**src/rtl/parking_occupancy_if.sv**
```systemverilog
// Event inputs from the car detector and the occupancy/display/barrier outputs
// of the parking occupancy block, bundled as one port.
interface parking_occupancy_if #(
    parameter int unsigned CNT_W = 7
);
    logic             entrada;
    logic             salida;
    logic [CNT_W-1:0] count;
    logic [3:0]       libres_dec;
    logic [3:0]       libres_uni;
    logic             full;
    logic             empty;
    logic             rechazo;
    logic             error;
    logic             barrera;

    modport master (
        output entrada, salida,
        input  count, libres_dec, libres_uni, full, empty, rechazo, error, barrera
    );

    modport slave (
        input  entrada, salida,
        output count, libres_dec, libres_uni, full, empty, rechazo, error, barrera
    );
endinterface

```
**src/rtl/parking_occupancy.sv**
```systemverilog
// Parking occupancy counter: edge-detects entry/exit events, tracks the count
// against CAPACITY, drives BCD free-space digits and a timed barrier window.
module parking_occupancy #(
    parameter int unsigned CAPACITY    = 20,
    parameter int unsigned CNT_W       = 7,
    parameter int unsigned GATE_CYCLES = 50,
    parameter int unsigned TMR_W       = 6
) (
    input  logic                 clk,
    input  logic                 reset,
    parking_occupancy_if.slave   bus
);

    typedef enum logic {CERRADA, ABIERTA} gate_state_e;

    logic             entrada_q, salida_q;
    logic [CNT_W-1:0] count_q, count_d;
    logic             full_q, full_d;
    logic             empty_q, empty_d;
    logic [3:0]       dec_q, dec_d;
    logic [3:0]       uni_q, uni_d;
    logic             rechazo_q, rechazo_d;
    logic             error_q, error_d;
    gate_state_e      state_q, state_d;
    logic [TMR_W-1:0] timer_q, timer_d;

    logic             ev_in, ev_out, accepted;
    logic [7:0]       free_d;

    assign ev_in  = bus.entrada & ~entrada_q;
    assign ev_out = bus.salida  & ~salida_q;

    always_comb begin
        count_d   = count_q;
        rechazo_d = 1'b0;
        error_d   = error_q;
        accepted  = 1'b0;
        if (ev_in && ev_out) begin
            accepted = 1'b1;
        end else if (ev_in) begin
            if (!full_q) begin
                count_d  = count_q + CNT_W'(1);
                accepted = 1'b1;
            end else begin
                rechazo_d = 1'b1;
            end
        end else if (ev_out) begin
            if (!empty_q) begin
                count_d  = count_q - CNT_W'(1);
                accepted = 1'b1;
            end else begin
                error_d = 1'b1;
            end
        end
        full_d  = (count_d == CNT_W'(CAPACITY));
        empty_d = (count_d == '0);
        // 8-bit arithmetic keeps the digit split valid for narrow CNT_W
        free_d  = 8'(CAPACITY) - 8'(count_d);
        dec_d   = 4'(free_d / 8'd10);
        uni_d   = 4'(free_d % 8'd10);
    end

    always_comb begin
        state_d = state_q;
        timer_d = timer_q;
        if (accepted) begin
            state_d = ABIERTA;
            timer_d = TMR_W'(GATE_CYCLES - 1);
        end else if (state_q == ABIERTA) begin
            if (timer_q != '0) begin
                timer_d = timer_q - TMR_W'(1);
            end else begin
                state_d = CERRADA;
            end
        end
    end

    always_ff @(posedge clk or negedge reset) begin
        if (!reset) begin
            entrada_q <= 1'b0;
            salida_q  <= 1'b0;
            count_q   <= '0;
            full_q    <= 1'b0;
            empty_q   <= 1'b1;
            dec_q     <= 4'(CAPACITY / 10);
            uni_q     <= 4'(CAPACITY % 10);
            rechazo_q <= 1'b0;
            error_q   <= 1'b0;
            state_q   <= CERRADA;
            timer_q   <= '0;
        end else begin
            entrada_q <= bus.entrada;
            salida_q  <= bus.salida;
            count_q   <= count_d;
            full_q    <= full_d;
            empty_q   <= empty_d;
            dec_q     <= dec_d;
            uni_q     <= uni_d;
            rechazo_q <= rechazo_d;
            error_q   <= error_d;
            state_q   <= state_d;
            timer_q   <= timer_d;
        end
    end

    assign bus.count      = count_q;
    assign bus.full       = full_q;
    assign bus.empty      = empty_q;
    assign bus.libres_dec = dec_q;
    assign bus.libres_uni = uni_q;
    assign bus.rechazo    = rechazo_q;
    assign bus.error      = error_q;
    assign bus.barrera    = (state_q == ABIERTA);

endmodule

```
**src/flat_wrapper.sv**
```systemverilog
// flat-port wrapper written by rule: the top's interface ports become plain ports
module parking_occupancy_flat 
#(
    parameter int unsigned CAPACITY    = 20,
    parameter int unsigned CNT_W       = 7,
    parameter int unsigned GATE_CYCLES = 50,
    parameter int unsigned TMR_W       = 6
)
  (clk, reset, bus_entrada, bus_salida, bus_count, bus_libres_dec, bus_libres_uni, bus_full, bus_empty, bus_rechazo, bus_error, bus_barrera);
  parking_occupancy_if #(.CNT_W(CNT_W)) bus_i ();
  input  logic clk;
  input  logic reset;
  input wire logic [$bits(bus_i.entrada)-1:0] bus_entrada;
  input wire logic [$bits(bus_i.salida)-1:0] bus_salida;
  output wire logic [$bits(bus_i.count)-1:0] bus_count;
  output wire logic [$bits(bus_i.libres_dec)-1:0] bus_libres_dec;
  output wire logic [$bits(bus_i.libres_uni)-1:0] bus_libres_uni;
  output wire logic [$bits(bus_i.full)-1:0] bus_full;
  output wire logic [$bits(bus_i.empty)-1:0] bus_empty;
  output wire logic [$bits(bus_i.rechazo)-1:0] bus_rechazo;
  output wire logic [$bits(bus_i.error)-1:0] bus_error;
  output wire logic [$bits(bus_i.barrera)-1:0] bus_barrera;
  assign bus_i.entrada = bus_entrada;
  assign bus_i.salida = bus_salida;
  assign bus_count = bus_i.count;
  assign bus_libres_dec = bus_i.libres_dec;
  assign bus_libres_uni = bus_i.libres_uni;
  assign bus_full = bus_i.full;
  assign bus_empty = bus_i.empty;
  assign bus_rechazo = bus_i.rechazo;
  assign bus_error = bus_i.error;
  assign bus_barrera = bus_i.barrera;
  parking_occupancy #(.CAPACITY(CAPACITY), .CNT_W(CNT_W), .GATE_CYCLES(GATE_CYCLES), .TMR_W(TMR_W)) u_core (.clk(clk), .reset(reset), .bus(bus_i));
endmodule
```
**config.mk**
```make
export PLATFORM = sky130hd
export DESIGN_NAME = parking_occupancy_flat
export DESIGN_NICKNAME = d
export VERILOG_FILES = /design/src/rtl/parking_occupancy_if.sv /design/src/rtl/parking_occupancy.sv /design/src/flat_wrapper.sv
export SDC_FILE = /design/constraint.sdc
export NUM_CORES = 1
export LEC_CHECK = 0
export ABC_AREA = 1
export CORE_MARGIN = 1
export CORE_UTILIZATION = 55
export DETAILED_ROUTE_END_ITERATION = 8
export PLACE_DENSITY = 0.79
export RECOVER_POWER = 25
export SYNTH_ARGS = -nofsm -noshare
export SYNTH_HDL_FRONTEND = slang
export SYNTH_SLANG_ARGS = --single-unit
```
**constraint.sdc**
```tcl
create_clock -name clk -period 3.9 [get_ports clk]
set_clock_uncertainty 0.2 [all_clocks]
set_input_delay 0.585 -clock clk [delete_from_list [all_inputs] [get_ports clk]]
set_output_delay 0.585 -clock clk [all_outputs]
set_load 0.03 [all_outputs]
```
* Word-level counts from Yosys, hierarchy flattened *
Cells that the tools add are included.

storage, ports and cells
  output and inout bits = 20
  register bits = 28
  input port bits = 4

operators by class
  multiplexer cells = 19
  reduce and logical (&&, ||, !) cells = 7
  add/subtract/negate cells = 4
  bitwise logic cells = 6
  div/mod/pow operators = 2
  equality and inequality tests = 1

operator list
  operator                                                                 count
  7-bit 2-to-1 mux                                                         5
  6-bit 2-to-1 mux                                                         3
  1-bit 2-to-1 mux                                                         11
  8-bit by 4-bit divider with 8-bit output (second input constant)         1
  8-bit by 4-bit remainder unit with 8-bit output (second input constant)  1
  5-bit by 7-bit subtractor with 8-bit output (first input constant)       1
  7-bit by 1-bit adder with 7-bit output (second input constant)           1
  7-bit by 5-bit equality test with 1-bit output (second input constant)   1
  7-bit zero test                                                          1
  7-bit by 1-bit subtractor with 7-bit output (second input constant)      1
  6-bit nonzero test                                                       1
  6-bit by 1-bit subtractor with 6-bit output (second input constant)      1
  1-bit inverter                                                           4
  4-bit AND reduction                                                      1
  2-bit nonzero test                                                       2
  1-bit bitwise AND                                                        2
  2-bit AND reduction                                                      1
  1-bit logical AND                                                        1

* Logic depth before layout (Yosys ltp) *
Gate-level depths: netlist of run 1.

  depth in word-level cells = 7
  gate-level depth with buffers = 31

* Worst setup path after synthesis of run 1 *
Ideal clock, no wire load.

  kind = register to register
  start = reg u_core.count_q[0] (netlist: u_core.bus.count[0])
  end = reg u_core.uni_q[2] (netlist: u_core.bus.libres_uni[2])
  library setup time = 0.117 ns
  period minus slack after synthesis = 3.521 ns
  cell stages (with the launch flop) = 27
  required time = 3.583 ns
  arrival time = 3.204 ns
  buffers on the path = 0
  setup slack = 0.379 ns
  cell sequence = dfrtp_1 > inv_1 > ha_1 > nand2_1 > nand2_1 > nand2_1 > nand2_1 > inv_1 > ha_1 > o21ai_2 > nand2_2 > nand3_1 > nand2_2 > o211ai_1 > inv_2 > o21ai_0 > nand2_2 > nand2_2 > nand2_2 > nand2_2 > nand2_1 > nand2_1 > nor2_2 > nand2_2 > nand3_4 > nand2_1 > nand2_1

on the way
  longest elaborated chain between the ends = 7
  elaborated cells between the ends (all ways) = 9

ends and longest elaborated chain
  what                                                 RTL line                 text
  start, declared                                      parking_occupancy.sv:17  logic [CNT_W-1:0] count_q, count_d;
  start signal, assigned                               parking_occupancy.sv:94  count_q <= count_d;
  7-bit by 1-bit subtractor with 7-bit output          parking_occupancy.sv:49  count_d = count_q - CNT_W'(1);
  7-bit 2-to-1 mux                                     parking_occupancy.sv:48  if (!empty_q) begin
  7-bit 2-to-1 mux                                     parking_occupancy.sv:47  end else if (ev_out) begin
  7-bit 2-to-1 mux (*)                                 parking_occupancy.sv:40  end else if (ev_in) begin
  7-bit 2-to-1 mux (*)                                 parking_occupancy.sv:38  if (ev_in && ev_out) begin
  via u_core.count_d[1]                                parking_occupancy.sv:17
  5-bit by 7-bit subtractor with 8-bit output (*)      parking_occupancy.sv:58  free_d = 8'(CAPACITY) - 8'(count_d);
  8-bit by 4-bit remainder unit with 8-bit output (*)  parking_occupancy.sv:60  uni_d = 4'(free_d % 8'd10);
  via u_core.uni_d[2]                                  parking_occupancy.sv:21  logic [3:0] uni_q, uni_d;
  end signal, assigned                                 parking_occupancy.sv:86  uni_q <= 4'(CAPACITY % 10);
  end signal, assigned                                 parking_occupancy.sv:98  uni_q <= uni_d;
  end, declared                                        parking_occupancy.sv:21

The timed path passes the listed nets; every way through them passes the cells marked *.
A chain may end at the register's enable or synchronous reset.

* Worst setup path after layout of run 1 *
  start = reg u_core.count_q[1] (netlist: u_core.bus.count[1])
  end = reg u_core.uni_q[1] (netlist: u_core.bus.libres_uni[1])

on the way
  longest elaborated chain between the ends = 7
  elaborated cells between the ends (all ways) = 9

ends and longest elaborated chain
  what                                                 RTL line
  7-bit by 1-bit subtractor with 7-bit output          parking_occupancy.sv:49
  7-bit 2-to-1 mux                                     parking_occupancy.sv:48
  7-bit 2-to-1 mux                                     parking_occupancy.sv:47
  7-bit 2-to-1 mux                                     parking_occupancy.sv:40
  7-bit 2-to-1 mux (*)                                 parking_occupancy.sv:38
  via u_core.count_d[1]                                parking_occupancy.sv:17
  5-bit by 7-bit subtractor with 8-bit output (*)      parking_occupancy.sv:58
  8-bit by 4-bit remainder unit with 8-bit output (*)  parking_occupancy.sv:60
  via u_core.uni_d[1]                                  parking_occupancy.sv:21

Marks and branches as above.

==> metrics, run 1 <==
number of global-route vias before repair 1578; gr ovfl total 0; # rows 20; Crit path largest cell delay 0.47 ns; Routed Antenna Nets 0; clock root buffer master clkbuf_4; top cell type by total area after synthesis dfrtp_1; Crit Path Category flop to flop; count leader, synth nand2_1; Die Ht 60.7 um; Synth Warn # 0; Hold WS 0.220 ns; max cap viols 0; slack of the worst reg-to-reg path 0.40 ns; fin nets 311; gr usage total 23.6%; DR pass1 iterations 4; post-route setup slack 0.400 ns; initial DRC count 115; syn nets 255; io pins 24; status completed; Async SR Flop Fraction 100%; Top FF cell, synth dfrtp_1; Synth top area share 33.1%; clock-pin slew on the worst setup and hold paths 0.15 ns; crit share post-route 89.8%; Final Max Tran Viols 0; DRT Wirelength 3730 um; vias per cell 5.00; hold_buf cts 0; syn avg cell area 7.75 sq um; Synth top cells by count 55 x nand2_1, 32 x nand3_1, 30 x inv_1; Die ar. 3680 sq um; worst skew pair latency 0.33 ns; Port-buffer cells 23; Worst Path Max Fanout 6; Crit path required time 3.94 ns; # H-tree levels 1; FF+latch count, synth 27; DR vias 1716; cell repeated most along the worst path nand2_2; Synth Cell Area 1890 sq um; Hold Crit Class input pin to flop; Slowest-stage cell, CP dfrtp_1; max_slew headroom 7.32%; Max clock buf depth 2; # DRC 0; Tmin final 3.50 ns; final setup violation count 0; Worst-Margin Slew 1.39 ns; fmax 286 MHz; final hold vios 0; post-synthesis sequential area ratio 35.8%; CP Capture Type flop; synth top area cells dfrtp_1 33%, nand2_1 11%, nand3_1 8.5%; first-pass GRT wire length 6540 um; Syn-to-layout area delta 27.2%; Hold Path Stages 1; starting density of the core 60.0%; Post-Layout Cell Count 343; Post-synth EDFFs 0; largest net degree at the start of global routing 28; RSZ-0062 raised after global routing false; FF-to-FF path depth 26; Netlist cell types 34; global placement routability congestion 0.870; n_diodes 0; setup bufs post-CTS 0; fill count 252; placed cell count 339; WP data arrival 3.54 ns; initial antenna violation count 0; CTS tree done; Mapped Cells 244; Post-Place Setup Slack -0.267 ns; core area 3150 sq um; WL per Instance 10.9 um; chip width 60.7 um; CP Launch Type flop; TritonCTS buffer count 3; DP HPWL 3040 um; post-cts resize count 0; ratio of cells with drive above 1 in the final layout 29.4%; CTS Sinks 27
==> layer usage <==
layer	vias to the layer above	share of wire, %	GRT usage, %
met3	7	2.1	2.56
li1	894	-	-
met5	-	0	0
met2	30	50	41.4
met1	785	46	30.0
met4	0	1.7	8.44
==> placed cells by master (no fill, tap or decap), types with 2 or more instances in the layout <==
master | Yosys | layout
a21oi_1 | 3 | 3
buf_4 | 1 | 28
clkbuf_1 | 0 | 3
clkbuf_4 | 0 | 3
clkdlybuf4s50_1 | 0 | 20
dfrtp_1 | 25 | 24
dfstp_2 | 2 | 2
ha_1 | 7 | 7
inv_1 | 30 | 30
inv_2 | 8 | 8
nand2_1 | 55 | 55
nand2_2 | 20 | 20
nand2_4 | 5 | 5
nand3_1 | 32 | 32
nand3_2 | 4 | 4
nand4_1 | 6 | 6
nor2_1 | 8 | 8
nor2_2 | 3 | 2
nor2_4 | 2 | 3
nor3_1 | 5 | 5
o211ai_1 | 2 | 2
o21ai_0 | 7 | 7
o21ai_1 | 2 | 2
o21ai_2 | 2 | 2
or2_2 | 2 | 2
xor2_1 | 2 | 2
==> worst max-delay path, delay by kind of cell (launching register included) <==
family	cells	cell delay, ns
simple gates	19	1.57
fa+ha+maj	2	0.52
compound gates	2	0.49
flops	1	0.47
buf+inv	3	0.20
==> path summary, 6_finish.rpt <==
| check | from | end |
|---|---|---|
| max reg2reg | u_core.bus.count[1] | u_core.bus.libres_uni[1] |
| min reg2reg | u_core.bus.error | u_core.bus.error |
| max | u_core.bus.count[1] | u_core.bus.libres_uni[1] |
| min in group asynchronous | reset | u_core.entrada_q |
| min | bus_entrada | u_core.entrada_q |
| max in group asynchronous | reset | u_core.bus.count[0] |
==> logic make-up after synthesis <==
group	synth area share (%)
xor gates and xnor gates	3.24
buffers and inverters	7.94
AOI/OAI and AO/OA	6.28
DFF	35.8
and+or+nand+nor	42.1
adders and majority gates	4.63
==> metrics by stage <==
stage | setup TNS (ns) | cell area, sq um | utilization (%)
2_1_floorplan | 0 | 1890 | -
4_1_cts | 0 | 2420 | 76.7
6_report | 0 | 2410 | 76.3
3_5_place_dp | -0.901 | 2390 | 75.7
3_3_place_gp | -0.583 | 2390 | 75.7
5_1_grt | 0 | 2410 | 76.3
==> area by class of cell <==
| class | count | area [sq um] | area share [%] |
|---|---|---|---|
| sequential | 27 | 679 | 28.2 |
| inverter | 38 | 143 | 5.93 |
| timing repair buffer | 52 | 432 | 17.9 |
| tap | 44 | 55.1 | 2.29 |
| clock inverter | 1 | 7.51 | 0.312 |
| multi-input combinational | 178 | 1070 | 44.4 |
| clock buffer | 3 | 22.5 | 0.936 |
==> flip-flops by register name, summed over array words and instances, names as in the netlist <==
register               flops
u_core.bus.libres_dec      4
u_core.salida_q            1
u_core.bus.full            1
u_core.bus.empty           1
u_core.bus.libres_uni      3
u_core.entrada_q           1
u_core.bus.rechazo         1
u_core.timer_q             6
u_core.bus.barrera         1
u_core.bus.error           1
u_core.bus.count           7
Power of run 1 is not shown: default switching activity piles up to over one toggle a cycle in this logic, so the estimate is an artifact.
==> inputs of run 2 (changes only) <==
--- a/config.mk
+++ b/config.mk
@@ -5,12 +5,13 @@
 export SDC_FILE = /design/constraint.sdc
 export NUM_CORES = 1
 export LEC_CHECK = 0
-export ABC_AREA = 1
+export ABC_AREA = 0
 export CORE_MARGIN = 1
-export CORE_UTILIZATION = 55
+export CORE_UTILIZATION = 57
 export DETAILED_ROUTE_END_ITERATION = 8
-export PLACE_DENSITY = 0.79
+export PLACE_DENSITY = 0.8
 export RECOVER_POWER = 25
+export REMOVE_ABC_BUFFERS = 1
 export SYNTH_ARGS = -nofsm -noshare
 export SYNTH_HDL_FRONTEND = slang
 export SYNTH_SLANG_ARGS = --single-unit
==> run 2 against run 1 <==
  * The run now ends with capacitance limit, slew limit left
  * Die area is 15% higher
  * Sequential share of layout area down 7.5 points
  * Global-route usage is 12 points higher
  * First-iteration DRC count increased by 110%
  * Design area up 36%
  * Critical path depth shrank 12
  * Maximum frequency shrank 7.1%
  * Register-to-register slack got worse by 0.21 ns
  * Non-clock buffer count rose by 56
==> metrics, run 2 <==
status finished, violations left; violated checks capacitance limit, slew limit; M2 GR Usage 61.8% (+20 points); Worst Path Max Fanout 5 (-1); post-synthesis sequential area ratio 30.1% (-5.8 points); Most Used Layer, Global Route met2; CP Capture Type flop; Max clock buf depth 2 (unchanged); gr usage total 36.0% (+12 points); Mapped Cells 266 (+9.0%); Hold Crit Class flop to flop; Crit path required time 3.87 ns (-0.07 ns); DR pass1 iterations 5 (+1); final setup violation count 0 (unchanged); fmax 266 MHz (-7.1%); initial DRC count 241 (+110%); most frequent cells in the layout 83 x buf_4, 27 x nand2_1, 25 x dfrtp_1, 20 x clkdlybuf4s50_1, 17 x nor2_1; global placement routability congestion 0.978 (+12%); syn avg cell area 8.48 sq um (+9.4%); Synth top cells by count 28 x nand2_1, 25 x dfrtp_1, 18 x nor2_1; max cap viols 1 (+1); Port-buffer cells 23 (unchanged); max_slew headroom -1.72% (-9.0 points); Crit Path Category input pin to flop; Routed Antenna Nets 0 (unchanged); first-pass GRT wire length 11900 um (+81%); Netlist cell types 74 (+120%); Worst-Margin Slew 1.53 ns (+0.136 ns); CP Launch Type input pin; gr ovfl total 0 (unchanged); fill count 193 (-23%); ratio of cells with drive above 1 in the final layout 34.9% (+5.4 points); Die Ht 64.9 um (+7.0%); met1 Resource Use GR 42.0% (+12 points); core area 3720 sq um (+18%); max reg flops 7 (unchanged); # rows 22 (+10%); final hold vios 0 (unchanged); io pins 24 (unchanged); n_diodes 0 (unchanged); TritonCTS buffer count 3 (unchanged); clock root buffer master clkbuf_8; number of global-route vias before repair 2681 (+70%); # DRC 0 (unchanged); WL per Instance 17.6 um (+62%); Post-Place Setup Slack -0.367 ns (-0.0999 ns); post-route setup slack 0.134 ns (-0.266 ns); commonest non-fill, non-tap cell in the layout buf_4; Syn-to-layout area delta 45.0%; WP data arrival 3.74 ns (+0.20 ns); top cell type by total area after synthesis dfrtp_1; Post-synth EDFFs 0 (unchanged); Final Max Tran Viols 28 (+28); largest net degree at the start of global routing 28 (unchanged); DRT Wirelength 7360 um (+97%); clock-pin slew on the worst setup and hold paths 0.10 ns (-0.05 ns); FF+latch count, synth 27 (unchanged); crit share post-route 96.6% (+6.8 points); Tmin final 3.77 ns (+0.266 ns); DP HPWL 5310 um (+75%); Synth Warn # 0 (unchanged); hold_buf cts 0 (unchanged); starting density of the core 60.7% (+0.71 points); met3 Use GR 4.75% (+2.2 points); Die ar. 4210 sq um (+15%); fin nets 382 (+23%); Async SR Flop Fraction 100% (unchanged); Synth top area share 27.7% (-5.3 points); CTS Sinks 27 (unchanged); Synth Cell Area 2260 sq um (+19%); initial antenna violation count 0 (unchanged); chip width 64.9 um (+7.0%); vias per cell 6.38 (+28%); worst skew pair latency 0.29 ns (-0.04 ns); # H-tree levels 1 (unchanged); DR vias 2668 (+55%); Top FF cell, synth dfrtp_1; count leader, synth nand2_1; synth top area cells dfrtp_1 28%, nand2_1 4.7%, ha_1 3.9%; CTS tree done
==> run 2: cell types whose count changed in the layout (fill, tap and decap cells not counted), moves of 5 or more <==
cell,delta
a211oi_1,+5
nand2_1,-28
xnor2_1,+6
buf_4,+55
inv_2,-5
nand3_1,-23
nor4_1,+6
a21oi_1,+5
inv_1,-19
and3_1,+6
nand2_4,-5
nor2_1,+9
nand2_2,-17
nor3_1,+10
==> run 2: per-stage QoR <==
stage                     instance area [sq um]  util, %  std cells  hold slack [ns]  TNS (ns)
after floorplan                            2210        -        257           0.0894    -0.399
after global placement                     3110     83.6        409            0.260    -0.857
after detailed placement                   3110     83.6        409            0.281     -1.38
after CTS                                  3170     85.4        414            0.305         0
after global routing                       3270     88.0        418            0.328   -0.0163
final                                      3270     88.0        418            0.296         0
==> run 2: layout make-up <==
cell class              instances  area, sq um  area share [%]
clock buffers                   3         41.3            1.26
clock inverters                 1         7.51           0.229
inverters                      14         52.6            1.61
flip-flops and latches         27          678            20.7
repair buffers                108          863            26.4
multi-input cells             217         1570            48.0
well taps                      48         60.1            1.84
==> run 2: timing repair <==
item,4_1_cts,5_1_grt
setup endpoints to repair,4,4
gates cloned,0,1
setup buffers,1,3
endpoints found under the hold margin,0,0
pin swaps,1,7
gates resized for setup,4,18
==> run 2: metal layers <==
layer  vias to the layer above  wire length, um
li1                       1226                -
met1                      1285             2970
met2                       129             3740
met3                        28              399
met4                         0              244
met5                         -                0
==> run 2: kinds of logic (layout without fill, tap and decap cells) <==
kind of cell | count (synthesis) | count (layout) | synth area share [%]
compound gates | 72 | 73 | 24.5
xor+xnor | 11 | 11 | 4.94
fa+ha+maj | 10 | 10 | 5.32
buf+inv | 23 | 126 | 4.49
flops | 27 | 27 | 30.1
simple gates | 123 | 123 | 30.7
==> run 2: worst paths after layout <==
check	cells past startpoint	slack, ns	endpoint	from
worst max-delay path	14	0.13	u_core.bus.libres_uni[1]	bus_salida
worst min-delay path	1	0.30	u_core.bus.error	u_core.bus.error
worst max register to register	14	0.19	u_core.bus.libres_uni[1]	u_core.entrada_q
worst min register to register	1	0.30	u_core.bus.error	u_core.bus.error
max in group asynchronous	2	1.62	u_core.bus.count[1]	reset
min in group asynchronous	2	0.99	u_core.entrada_q	reset
==> run 2: worst max-delay path, stage by stage <==
cell and delay, ns:
clkdlybuf4s25_1 0.27, nor2b_4 0.15, buf_4 0.14, or4_4 0.53, a22oi_4 0.27, xnor2_4 0.17
a2111oi_1 0.08, buf_4 0.15, a31o_1 0.19, maj3_2 0.33, o31a_4 0.39, maj3_2 0.30
nand2_1 0.09, a31oi_1 0.09
Power of run 2 is left out for the same reason.
